**src/rtl/game_pkg.sv**
```systemverilog
// Shared game constants: step indices, VGA vertical timing and the frame scheduler state type.
package game_pkg;

  localparam int STEP_PLAYER  = 0;
  localparam int STEP_BULLET  = 1;
  localparam int STEP_DDAVER  = 2;
  localparam int STEP_COLLIDE = 3;
  localparam int NUM_STEPS    = 4;

  localparam int V_ACTIVE = 480;
  localparam int V_TOTAL  = 525;

  typedef enum logic [1:0] {
    IDLE,
    SNAP,
    REQ,
    DONE
  } sched_state_t;

  // Lowest enabled step index at or above 'from'; NUM_STEPS when none remain.
  function automatic logic [2:0] next_step(input logic [NUM_STEPS-1:0] mask, input int from);
    logic [2:0] result;
    result = 3'(NUM_STEPS);
    for (int i = NUM_STEPS - 1; i >= 0; i--) begin
      if (i >= from && mask[i]) result = 3'(i);
    end
    return result;
  endfunction

endpackage

```
**src/rtl/frame_step_scheduler_if.sv**
```systemverilog
// Step request/acknowledge handshake plus the per-frame nunchuck snapshot seen by game logic.
interface frame_step_scheduler_if;

  logic [3:0] step_req;
  logic [3:0] step_ack;
  logic [7:0] snap_stick_y;
  logic       snap_z;
  logic       snap_c;

  modport master (
    output step_req,
    output snap_stick_y,
    output snap_z,
    output snap_c,
    input  step_ack
  );

  modport slave (
    input  step_req,
    input  snap_stick_y,
    input  snap_z,
    input  snap_c,
    output step_ack
  );

endinterface

```
**src/rtl/frame_divider.sv**
```systemverilog
// Mod-DIV frame counter; is_zero marks the frames on which a divided step runs.
module frame_divider #(
  parameter int DIV = 2
) (
  input  logic clk,
  input  logic rst,
  input  logic adv,
  output logic is_zero
);

  localparam int W = (DIV > 1) ? $clog2(DIV) : 1;

  logic [W-1:0] cnt;

  always_ff @(posedge clk) begin
    if (!rst) begin
      cnt <= '0;
    end else if (adv) begin
      cnt <= (cnt == W'(DIV - 1)) ? '0 : cnt + 1'b1;
    end
  end

  assign is_zero = (cnt == '0);

endmodule

```
**src/rtl/frame_step_scheduler.sv**
```systemverilog
// Runs the once-per-frame game update steps during vertical blanking and flags overruns/timeouts.
module frame_step_scheduler #(
  parameter int V_ACTIVE    = game_pkg::V_ACTIVE,
  parameter int BULLET_DIV  = 2,
  parameter int DDAVER_DIV  = 30,
  parameter int ACK_TIMEOUT = 1024
) (
  input  logic                          clk,
  input  logic                          rst,
  input  logic [9:0]                    vc,
  input  logic [7:0]                    stick_y,
  input  logic                          z,
  input  logic                          c,
  frame_step_scheduler_if.master        bus,
  output logic [15:0]                   frame_cnt,
  output logic                          busy,
  output logic                          overrun,
  output logic                          timeout
);

  import game_pkg::*;

  localparam int WW = $clog2(ACK_TIMEOUT + 1);

  sched_state_t         state;
  logic [9:0]           prev_vc;
  logic [1:0]           cur;
  logic [NUM_STEPS-1:0] mask;
  logic [NUM_STEPS-1:0] mask_now;
  logic [WW-1:0]        wait_cnt;
  logic                 bullet_zero;
  logic                 ddaver_zero;
  logic                 div_adv;
  logic                 vblank_start;
  logic                 step_acked;
  logic                 wait_expired;
  logic [2:0]           first_step;
  logic [2:0]           nxt;

  assign div_adv      = (state == SNAP);
  assign vblank_start = (vc == 10'(V_ACTIVE)) && (prev_vc != 10'(V_ACTIVE));
  assign mask_now     = {1'b1, ddaver_zero, bullet_zero, 1'b1};
  assign step_acked   = bus.step_ack[cur];
  assign wait_expired = (wait_cnt == WW'(ACK_TIMEOUT - 1));

  always_comb begin
    first_step = next_step(mask_now, 0);
    nxt        = next_step(mask, int'(cur) + 1);
  end

  frame_divider #(.DIV(BULLET_DIV)) u_bullet_div (
    .clk     (clk),
    .rst     (rst),
    .adv     (div_adv),
    .is_zero (bullet_zero)
  );

  frame_divider #(.DIV(DDAVER_DIV)) u_ddaver_div (
    .clk     (clk),
    .rst     (rst),
    .adv     (div_adv),
    .is_zero (ddaver_zero)
  );

  // Snapshot is taken on the accepting edge so a stick change one cycle later cannot leak in.
  always_ff @(posedge clk) begin
    if (!rst) begin
      state            <= IDLE;
      prev_vc          <= '0;
      cur              <= '0;
      mask             <= '0;
      wait_cnt         <= '0;
      frame_cnt        <= '0;
      busy             <= 1'b0;
      overrun          <= 1'b0;
      timeout          <= 1'b0;
      bus.step_req     <= '0;
      bus.snap_stick_y <= '0;
      bus.snap_z       <= 1'b0;
      bus.snap_c       <= 1'b0;
    end else begin
      prev_vc <= vc;
      if (state != IDLE && (vblank_start || vc == '0)) overrun <= 1'b1;

      case (state)
        IDLE: begin
          if (vblank_start) begin
            state            <= SNAP;
            busy             <= 1'b1;
            frame_cnt        <= frame_cnt + 16'd1;
            bus.snap_stick_y <= stick_y;
            bus.snap_z       <= z;
            bus.snap_c       <= c;
          end
        end
        SNAP: begin
          mask         <= mask_now;
          cur          <= first_step[1:0];
          bus.step_req <= 4'b0001 << first_step[1:0];
          wait_cnt     <= '0;
          state        <= REQ;
        end
        REQ: begin
          if (step_acked || wait_expired) begin
            if (!step_acked) timeout <= 1'b1;
            if (nxt == 3'(NUM_STEPS)) begin
              bus.step_req <= '0;
              state        <= DONE;
            end else begin
              cur          <= nxt[1:0];
              bus.step_req <= 4'b0001 << nxt[1:0];
              wait_cnt     <= '0;
            end
          end else begin
            wait_cnt <= wait_cnt + 1'b1;
          end
        end
        DONE: begin
          busy  <= 1'b0;
          state <= IDLE;
        end
        default: state <= IDLE;
      endcase
    end
  end

endmodule
```
**src/flat_wrapper.sv**
```systemverilog
// flat-port wrapper written by rule: the top's interface ports become plain ports
module frame_step_scheduler_flat import game_pkg::*;
#(
  parameter int V_ACTIVE    = game_pkg::V_ACTIVE,
  parameter int BULLET_DIV  = 2,
  parameter int DDAVER_DIV  = 30,
  parameter int ACK_TIMEOUT = 1024
)
  (clk, rst, vc, stick_y, z, c, frame_cnt, busy, overrun, timeout, bus_step_req, bus_snap_stick_y, bus_snap_z, bus_snap_c, bus_step_ack);
  frame_step_scheduler_if bus_i ();
  input  logic clk;
  input  logic rst;
  input  logic [9:0] vc;
  input  logic [7:0] stick_y;
  input  logic z;
  input  logic c;
  output logic [15:0] frame_cnt;
  output logic busy;
  output logic overrun;
  output logic timeout;
  output wire logic [$bits(bus_i.step_req)-1:0] bus_step_req;
  output wire logic [$bits(bus_i.snap_stick_y)-1:0] bus_snap_stick_y;
  output wire logic [$bits(bus_i.snap_z)-1:0] bus_snap_z;
  output wire logic [$bits(bus_i.snap_c)-1:0] bus_snap_c;
  input wire logic [$bits(bus_i.step_ack)-1:0] bus_step_ack;
  assign bus_step_req = bus_i.step_req;
  assign bus_snap_stick_y = bus_i.snap_stick_y;
  assign bus_snap_z = bus_i.snap_z;
  assign bus_snap_c = bus_i.snap_c;
  assign bus_i.step_ack = bus_step_ack;
  frame_step_scheduler #(.V_ACTIVE(V_ACTIVE), .BULLET_DIV(BULLET_DIV), .DDAVER_DIV(DDAVER_DIV), .ACK_TIMEOUT(ACK_TIMEOUT)) u_core (.clk(clk), .rst(rst), .vc(vc), .stick_y(stick_y), .z(z), .c(c), .bus(bus_i), .frame_cnt(frame_cnt), .busy(busy), .overrun(overrun), .timeout(timeout));
endmodule
```
**config.mk**
```make
export PLATFORM = sky130hd
export DESIGN_NAME = frame_step_scheduler_flat
export DESIGN_NICKNAME = d
export VERILOG_FILES = /design/src/rtl/game_pkg.sv /design/src/rtl/frame_step_scheduler_if.sv /design/src/rtl/frame_divider.sv /design/src/rtl/frame_step_scheduler.sv /design/src/flat_wrapper.sv
export SDC_FILE = /design/constraint.sdc
export NUM_CORES = 1
export LEC_CHECK = 0
export CAP_MARGIN = 20
export CORE_MARGIN = 4
export CORE_UTILIZATION = 30
export CTS_BUF_LIST = sky130_fd_sc_hd__clkbuf_4 sky130_fd_sc_hd__clkbuf_8
export DETAILED_ROUTE_END_ITERATION = 12
export GPL_ROUTABILITY_DRIVEN = 1
export HOLD_SLACK_MARGIN = 0.05
export PLACE_DENSITY = 0.54
export SYNTH_ARGS = -nofsm -noshare
export SYNTH_HDL_FRONTEND = slang
export SYNTH_SLANG_ARGS = --single-unit
```
**constraint.sdc**
```tcl
create_clock -name clk -period 3 [get_ports clk]
set_input_delay 0.45 -clock clk [delete_from_list [all_inputs] [get_ports clk]]
set_output_delay 0.45 -clock clk [all_outputs]
set_load 0.05 [all_outputs]
```
# Yosys cells after proc, flatten, opt, wreduce, memory -nomap -nowiden
# Index checks and enable logic that the tools add are counted.
# totals
regBits,68
input_bits,26
output_inout_bits,33
# classes
n_reduce_logical,21
add_sub_neg,5
magnitude_cmp,5
eq_ne,13
bitwise_logic,2
shift,1
mux,23
# op_table
cell,n
$ge 3x32->1 const A,2
$ge 1x32->1 const A,1
$ge 2x32->1 const A,1
$mux 11,2
$pmux 11 s2,1
$add 16x1->16 const B,1
$mux 3,4
$add 11x1->11 const B,1
$eq 11x10->1 const B,1
$eq 10x9->1 const B,1
$logic_not 10->1,1
$mux 2,5
$ne 10x9->1 const B,1
$reduce_and 3->1,3
$mux 4,2
$pmux 2 s4,1
$pmux 4 s2,1
$reduce_and 2->1,4
$logic_and 1x1->1,6
$ne 2x1->1 const B,3
$reduce_bool 2->1,3
$add 5x1->5 const B,1
$eq 5x5->1 const B,1
$logic_not 5->1,1
17 further kinds,22

# Longest topological paths before layout
# Gate-level depths: netlist (run 1).
# depth
word_depth,11
mapped_depth,8

# Hierarchy
# Synthesis (run 1) repeated with hierarchy kept, for this count alone.
# hier_totals
cells_unflattened,336
hier_area_um2,3046.7
# modules_own_cells
module,instances,cells_per_inst,area_each_um2
frame_step_scheduler,1,304,2748.9
frame_divider at u_core.u_ddaver_div,1,28,259.0
frame_divider at u_core.u_bullet_div,1,4,38.8

# Worst setup path before layout (run 1)
# OpenSTA, ideal clock, no wires.
# synth_timing
kind,input to register
start,in vc[1]
end,reg u_core.frame_cnt[4]
setup_ns,0.120
required_ns,2.880
arrival_time_ns,2.133
path_slack_ns,0.747
n_path_buf,0
path_stages,5
cell_sequence,or4_4 > or4_4 > nor3_4 > nand4_1 > mux2i_1
# synth_between
elab_chain_cells,3
# synth_rtl
element,line,source
"start, declared",flat_wrapper.sv:13,input logic [9:0] vc;
$eq 10x9->1,frame_step_scheduler.sv:41,assign vblank_start = (vc == 10'(V_ACTIVE)) && (prev_vc != 10'(V_ACTIVE));
$logic_and 1x1->1,frame_step_scheduler.sv:41,
$reduce_and 2->1 (no source line),-,
"end signal, assigned",frame_step_scheduler.sv:90,frame_cnt <= frame_cnt + 16'd1;
"end, declared",frame_step_scheduler.sv:15,"output logic [15:0] frame_cnt,"
# No other way between the ends.
# A chain may end at the register's enable or synchronous reset.

# Worst setup path after layout (run 1)
# layout_timing
start,in vc[1]
end,reg u_core.frame_cnt[13]
# The elaborated chain is that of the path after synthesis.

==> impl_metrics.csv, run 1 <==
group,metric,value,unit
synthesis,async_reset_ff_frac,0,
setup_path,crit_type,"primary input to register",
synthesis,synthFlopType,"dfxtp_1",
clock_network,cts-buffers-inserted,9,
placed_design,gp_congestion,0.824,
finish,final-seq-area,1320,sq um
finish,area_delta_synth_final,30.9,%
clock_network,path_clk_slew,0.08,ns
clock_network,clk_path_buf_depth,2,
sta,relSlewSlack,0.591,
synthesis,synth_area_per_cell,8.66,sq um
detailed_routing,drt-total-wl,7.22,mm
detailed_routing,drt-met1-wl,3.39,mm
floorplanning,initial_core_util,0.311,
clock_network,clock-sinks,66,
floorplanning,die_area,12000,sq um
floorplanning,rows,36,
detailed_routing,drt_first_iter_violations,107,
global_route,grt_pass1_vias,2632,
setup_path,cp.arrival,2.74,ns
floorplanning,core,9910,sq um
global_route,globalRouteTotalUtil,0.125,
power,ir_worst_vdd,0.193,mV
detailed_routing,drt-pass1-iter-count,4,
detailed_routing,drcViolationCount,0,
detailed_routing,drt-vias-per-instance,4.93,
setup_path,cp.required,3.27,ns
finish,multiInputGateArea,1640,sq um
global_route,antenna_found_initial,0,
synthesis,ys_seq_area_frac,0.428,
finish,layout-drive-gt1-share,0.0813,
synthesis,syn_area,3080,sq um
detailed_routing,wl_met3,479,um
synthesis,yosys_warnings,0,
clock_network,cts_tree,"yes",
synthesis,ys_ff_latch,66,
placed_design,dp_hpwl,5.18,mm
clock_network,ctsHoldBuffers,0,
clock_network,h-tree-depth,3,
setup_path,cp_slowest_cell,"or4_4",
sta,finClkSkew,0.00690,ns
global_route,grt_pass1_wl,12.1,mm
floorplanning,dieWidth,109,um
sta,rsz0062_at_grt,"false",
synthesis,synth_cell_type_count,55,
setup_path,start_kind,"primary input",
synthesis,synth_cells,356,
sta,hold_viol,0,
global_route,grt_max_degree,37,
detailed_routing,met2_length,3.21,mm
sta,fmax,405,MHz
setup_path,crit_family,"simple AND/OR/NAND/NOR gates",
run,cap_viol_max_count,0,
min_path,hp-class,"register to register",
finish,fin_nets,448,
clock_network,root_buffer,"clkbuf_8",
run_status,outcome,"completed",
sta,tightest_slew,0.605,ns
clock_network,cts_resized,0,
sta,finalCriticalPeriod,2.47,ns
setup_path,critical_path_buf_inv_count,2,
power,powerDensity,471,nW/um^2
synthesis,synth_edf_count,0,
setup_path,slowest_delay,0.56,ns
finish,final_util,0.407,
detailed_routing,wl_per_cell,13.1,um
setup_path,critPathCaptureType,"register",
placed_design,io_buffers,58,
floorplanning,pin_count,59,
power,leakagePower,1.41,nW
clock_network,post_cts_buffers,0,
detailed_routing,highest_layer,"met4",
detailed_routing,vias,2718,
sta,maxSlewViolCount,0,
sta,period_share,0.823,
setup_path,worst-path-max-fanout,22,
global_route,gr-total-overflow,0,
floorplanning,die_h,109,um
sta,setup_violations,0,
clock_network,clkLatencyLatePin,0.34,ns
finish,antenna_cells,0,
setup_path,crit_path_cell_trace,"clkdlybuf4s50_1, or4_4, nor4_2, nand3_1, buf_4, or4_1, a21oi_1",
finish,fillCellCount,1026,
detailed_routing,ant_nets,0,
synthesis,synth_nets,391,
sta,tns,0,ns
[cells in the mapped netlist (2+ instances only)]
master | n | area [sq um]
o211a_1 | 2 | 20.0
dfxtp_1 | 66 | 1320
nand4b_1 | 2 | 17.5
and4b_1 | 2 | 20.0
o21ai_0 | 9 | 45.0
inv_1 | 13 | 48.8
o221ai_1 | 2 | 17.5
o21a_1 | 3 | 22.5
and3_1 | 4 | 25.0
and2_1 | 11 | 68.8
nand2_1 | 50 | 188
xor2_1 | 6 | 52.6
buf_1 | 2 | 7.51
nand3b_1 | 3 | 22.5
nor2b_1 | 4 | 25.0
ha_1 | 9 | 113
nand3_1 | 13 | 65.1
clkbuf_1 | 13 | 48.8
or4_4 | 2 | 22.5
a31oi_1 | 3 | 18.8
a21oi_1 | 32 | 160
or2_2 | 2 | 12.5
o31ai_1 | 6 | 45.0
o22ai_1 | 2 | 12.5
nor4_1 | 2 | 12.5
mux2i_1 | 10 | 100
nor3_1 | 4 | 20.0
or3_1 | 6 | 37.5
nand4_1 | 10 | 62.6
xnor2_1 | 3 | 26.3
nand2b_1 | 7 | 43.8
nor2_1 | 23 | 86.3
and4_1 | 4 | 35.0
or4_1 | 5 | 37.5
[flip-flops by register name, summed over array words and instances (netlist names), 2 cells and up]
name,cells
u_core.frame_cnt,16
u_core.wait_cnt,11
u_core.prev_vc,10
u_core.bus.snap_stick_y,8
u_core.u_ddaver_div.cnt,5
u_core.bus.step_req,4
u_core.mask,3
u_core.cur,2
u_core.state,2
[final timing paths]
kind,startpoint,end,slack (ns),depth (start not counted)
setup / recovery,vc[1],u_core.frame_cnt[13],0.53,7
hold / removal,u_core.bus.snap_stick_y[0],u_core.bus.snap_stick_y[0],0.46,2
setup reg to reg,u_core.state[0],u_core.cur[1],0.62,7
hold reg to reg,u_core.bus.snap_stick_y[0],u_core.bus.snap_stick_y[0],0.46,2
[where the power goes]
group / internal (W) / switching [W]
clock: 0.000492 / 0.000367
sequential: 0.000891 / 0.0000110
combinational: 0.0000666 / 0.0000751
total: 0.00145 / 0.000453
[final cells by class]
class / instances / area share
multi-input cells: 260 / 0.407
flip-flops and latches: 66 / 0.327
repair buffers: 63 / 0.156
well taps: 133 / 0.0412
clock buffers: 10 / 0.0341
clock inverters: 6 / 0.0223
inverters: 13 / 0.0121
[layer usage]
| layer | track usage | vias up |
|---|---|---|
| met5 | 0 | - |
| met2 | 0.207 | 68 |
| li1 | - | 1377 |
| met4 | 0.0561 | 0 |
| met1 | 0.154 | 1257 |
| met3 | 0.0317 | 16 |
[stage by stage]
stage / setup slack (ns) / cells / hold WS, ns / instance area, sq um / power (W)
after CTS: 0.523 / 551 / 0.460 / 4040 / 0.00193
after floorplan: 0.747 / 356 / 0.448 / 3080 / 0.00100
after global routing: 0.369 / 551 / 0.476 / 4040 / 0.00198
after detailed placement: 0.163 / 535 / 0.449 / 3810 / 0.00107
after global placement: 0.204 / 535 / 0.443 / 3810 / 0.00106
final: 0.532 / 551 / 0.456 / 4040 / 0.00190
[worst reg2reg max path, cell delays in order, from the launching register on]
cell and delay (ns):
dfxtp_1 0.39, inv_1 0.08, ha_1 0.32, nor2b_1 0.20, a2bb2oi_1 0.39, o21ai_1 0.30
or3b_2 0.52, a21oi_1 0.12
[cell families after synthesis]
family | count (synthesis) | share of synthesized area
compound gates | 70 | 0.142
xor+xnor | 9 | 0.0256
fa+ha+maj | 9 | 0.0365
buf+inv | 30 | 0.0394
flops | 66 | 0.428
mux | 12 | 0.0434
simple gates | 160 | 0.285
[placed cells by master, fill, tap and decap left out, types with 3 or more instances in the layout]
cell type | synthesis | layout
o31ai_1 | 6 | 6
nor3_1 | 4 | 4
or4_1 | 5 | 5
xor2_1 | 6 | 6
nand2b_1 | 7 | 7
mux2i_1 | 10 | 10
nand4_1 | 10 | 10
inv_1 | 13 | 13
a21oi_1 | 32 | 32
o21a_1 | 3 | 3
a31oi_1 | 3 | 3
clkbuf_8 | 0 | 10
buf_4 | 0 | 4
nand3_1 | 13 | 13
nor2b_1 | 4 | 4
and3_1 | 4 | 4
nand2_1 | 50 | 50
o21ai_0 | 9 | 9
dfxtp_1 | 66 | 66
and2_1 | 11 | 11
xnor2_1 | 3 | 3
and4_1 | 4 | 4
or3_1 | 6 | 6
ha_1 | 9 | 9
clkdlybuf4s50_1 | 0 | 58
nand3b_1 | 3 | 3
nor2_1 | 23 | 23
Note: power is estimated with default switching activity, not from simulation.
==> run 2, diff against run 1 <==
clock period = 2.3 ns   (was 3 ns; I/O delays follow)
==> impl_metrics.csv, run 2 (synthesized netlist as in run 1, its figures left out) <==
group,metric,value,unit
run_status,outcome,"completed",
clock_network,cts-buffers-inserted,9,
power,p_sw,0.000589,W
power,ir_worst_vdd,0.284,mV
detailed_routing,ant_nets,0,
global_route,grt_pass1_wl,12.2,mm
clock_network,cts_tree,"yes",
global_route,gr-total-overflow,0,
clock_network,ctsHoldBuffers,0,
detailed_routing,wl_met3,450,um
sta,fin_ws,0.0766,ns
detailed_routing,highest_layer,"met4",
sta,hold_viol,0,
floorplanning,die_area,12000,sq um
finish,fin_nets,468,
power,switching_share,0.248,
detailed_routing,drt-vias-per-instance,4.85,
min_path,hp-class,"register to register",
power,clkPwrFrac,0.422,
finish,largest_reg_flops,16,
finish,area_delta_synth_final,36.4,%
setup_path,rr_worst_depth,7,
finish,antenna_cells,0,
setup_path,worst-path-max-fanout,9,
floorplanning,initial_core_util,0.311,
setup_path,crit_type,"primary input to register",
finish,top_regs,"u_core.frame_cnt: 16 flops, u_core.wait_cnt: 11 flops, u_core.prev_vc: 10 flops",
clock_network,root_buffer,"clkbuf_8",
sta,period_share,0.967,
clock_network,post_cts_buffers,0,
global_route,grt_max_degree,19,
sta,rsz0062_at_grt,"false",
finish,final_common_cell,"dfxtp_1",
sta,fmax,450,MHz
clock_network,h-tree-depth,3,
sta,relSlewSlack,0.603,
power,powerDensity,565,nW/um^2
finish,regMostFlops,"u_core.frame_cnt",
finish,postLayoutCellArea,4210,sq um
floorplanning,dieWidth,109,um
detailed_routing,drt-pass1-iter-count,4,
sta,setup_violations,0,
clock_network,clk_path_buf_depth,2,
detailed_routing,drt_first_iter_violations,89,
clock_network,clock-sinks,66,
floorplanning,rows,36,
clock_network,clkLatencyLatePin,0.34,ns
setup_path,start_kind,"primary input",
finish,final_cell_mix,"66 x dfxtp_1, 58 x clkdlybuf4s50_1, 50 x nand2_1",
placed_design,io_buffers,58,
power,p_comb_frac,0.083,
finish,final_util,0.424,
sta,finalCriticalPeriod,2.22,ns
power,p_seq_frac,0.495,
floorplanning,die_h,109,um
floorplanning,core,9910,sq um
detailed_routing,met2_length,3.16,mm
detailed_routing,vias,2768,
detailed_routing,drt-met1-wl,3.56,mm
global_route,globalRouteTotalUtil,0.127,
placed_design,post-place-ws,-0.350,ns
clock_network,path_clk_slew,0.08,ns
setup_path,cp.arrival,2.46,ns
min_path,worstHoldPathCells,2,
sta,finClkSkew,0.00824,ns
detailed_routing,wl_per_cell,12.8,um
power,p_int,0.00179,W
floorplanning,pin_count,59,
placed_design,dp_hpwl,5.51,mm
global_route,grt_pass1_vias,2615,
detailed_routing,drcViolationCount,0,
run,cap_viol_max_count,0,
detailed_routing,drt-total-wl,7.32,mm
placed_design,gp_congestion,0.850,
power,leakagePower,1.51,nW
sta,tightest_slew,0.593,ns
setup_path,critPathCaptureType,"register",
global_route,antenna_found_initial,0,
finish,layout-drive-gt1-share,0.128,
setup_path,cp.required,2.54,ns
sta,maxSlewViolCount,0,
placed_design,place_area,3980,sq um
run 2: cell count changes in the layout (fill, tap and decap cells not counted), sizes merged:
cell,delta
bufinv,-1
buf,+20
inv,+1
run 2: final cells by class:
class / instances / area (sq um)
clock buffers: 10 / 138
clock inverters: 6 / 65.1
fillers: 991 / 5700
inverters: 13 / 48.8
multi-input cells: 260 / 1660
flip-flops and latches: 66 / 1320
well taps: 133 / 166
repair buffers: 83 / 810
run 2: routing by layer:
layer / track usage / vias to the layer above
li1: - / 1421
met1: 0.164 / 1269
met2: 0.201 / 65
met3: 0.0352 / 13
met4: 0.0508 / 0
met5: 0 / -
run 2: final timing paths:
check	to	from	slack, ns
worst min register to register	u_core.bus.step_req[1]	u_core.bus.step_req[1]	0.45
worst max-delay path	u_core.frame_cnt[4]	vc[2]	0.08
worst max register to register	u_core.wait_cnt[2]	u_core.state[0]	0.20
worst min-delay path	u_core.bus.step_req[1]	u_core.bus.step_req[1]	0.45
run 2: power by group through the flow:
| stage | clock network (W) | logic (W) | registers, W |
|---|---|---|---|
| 6_report | 0.00100 | 0.000197 | 0.00118 |
| 5_1_grt | 0.00109 | 0.000218 | 0.00118 |
| 4_1_cts | 0.00103 | 0.000198 | 0.00118 |
| 3_5_place_dp | 0 | 0.000197 | 0.00120 |
| 3_3_place_gp | 0 | 0.000194 | 0.00120 |
| 2_1_floorplan | 0 | 0.0000939 | 0.00121 |
run 2: through the flow:
| stage | total power (W) | hold slack, ns | TNS, ns | std cells |
|---|---|---|---|---|
| final | 0.00238 | 0.455 | 0 | 571 |
| after global routing | 0.00248 | 0.480 | 0 | 571 |
| after CTS | 0.00241 | 0.457 | 0 | 571 |
| after detailed placement | 0.00140 | 0.448 | -8.27 | 555 |
| after global placement | 0.00140 | 0.442 | -7.16 | 555 |
| after floorplan | 0.00130 | 0.448 | 0 | 356 |
run 2: what timing repair did:
| action | 4_1_cts | 5_1_grt |
|---|---|---|
| resized for setup | 0 | 4 |
| endpoints found under the hold margin | 0 | 0 |
| setup endpoints to repair | 0 | 16 |
run 2: worst max-delay path, stage by stage:
cell and delay, ns:
clkdlybuf4s50_1 0.42, or4_4 0.58, or4_4 0.54, nor3_4 0.17, buf_12 0.16, nand4_1 0.11, mux2i_1 0.13
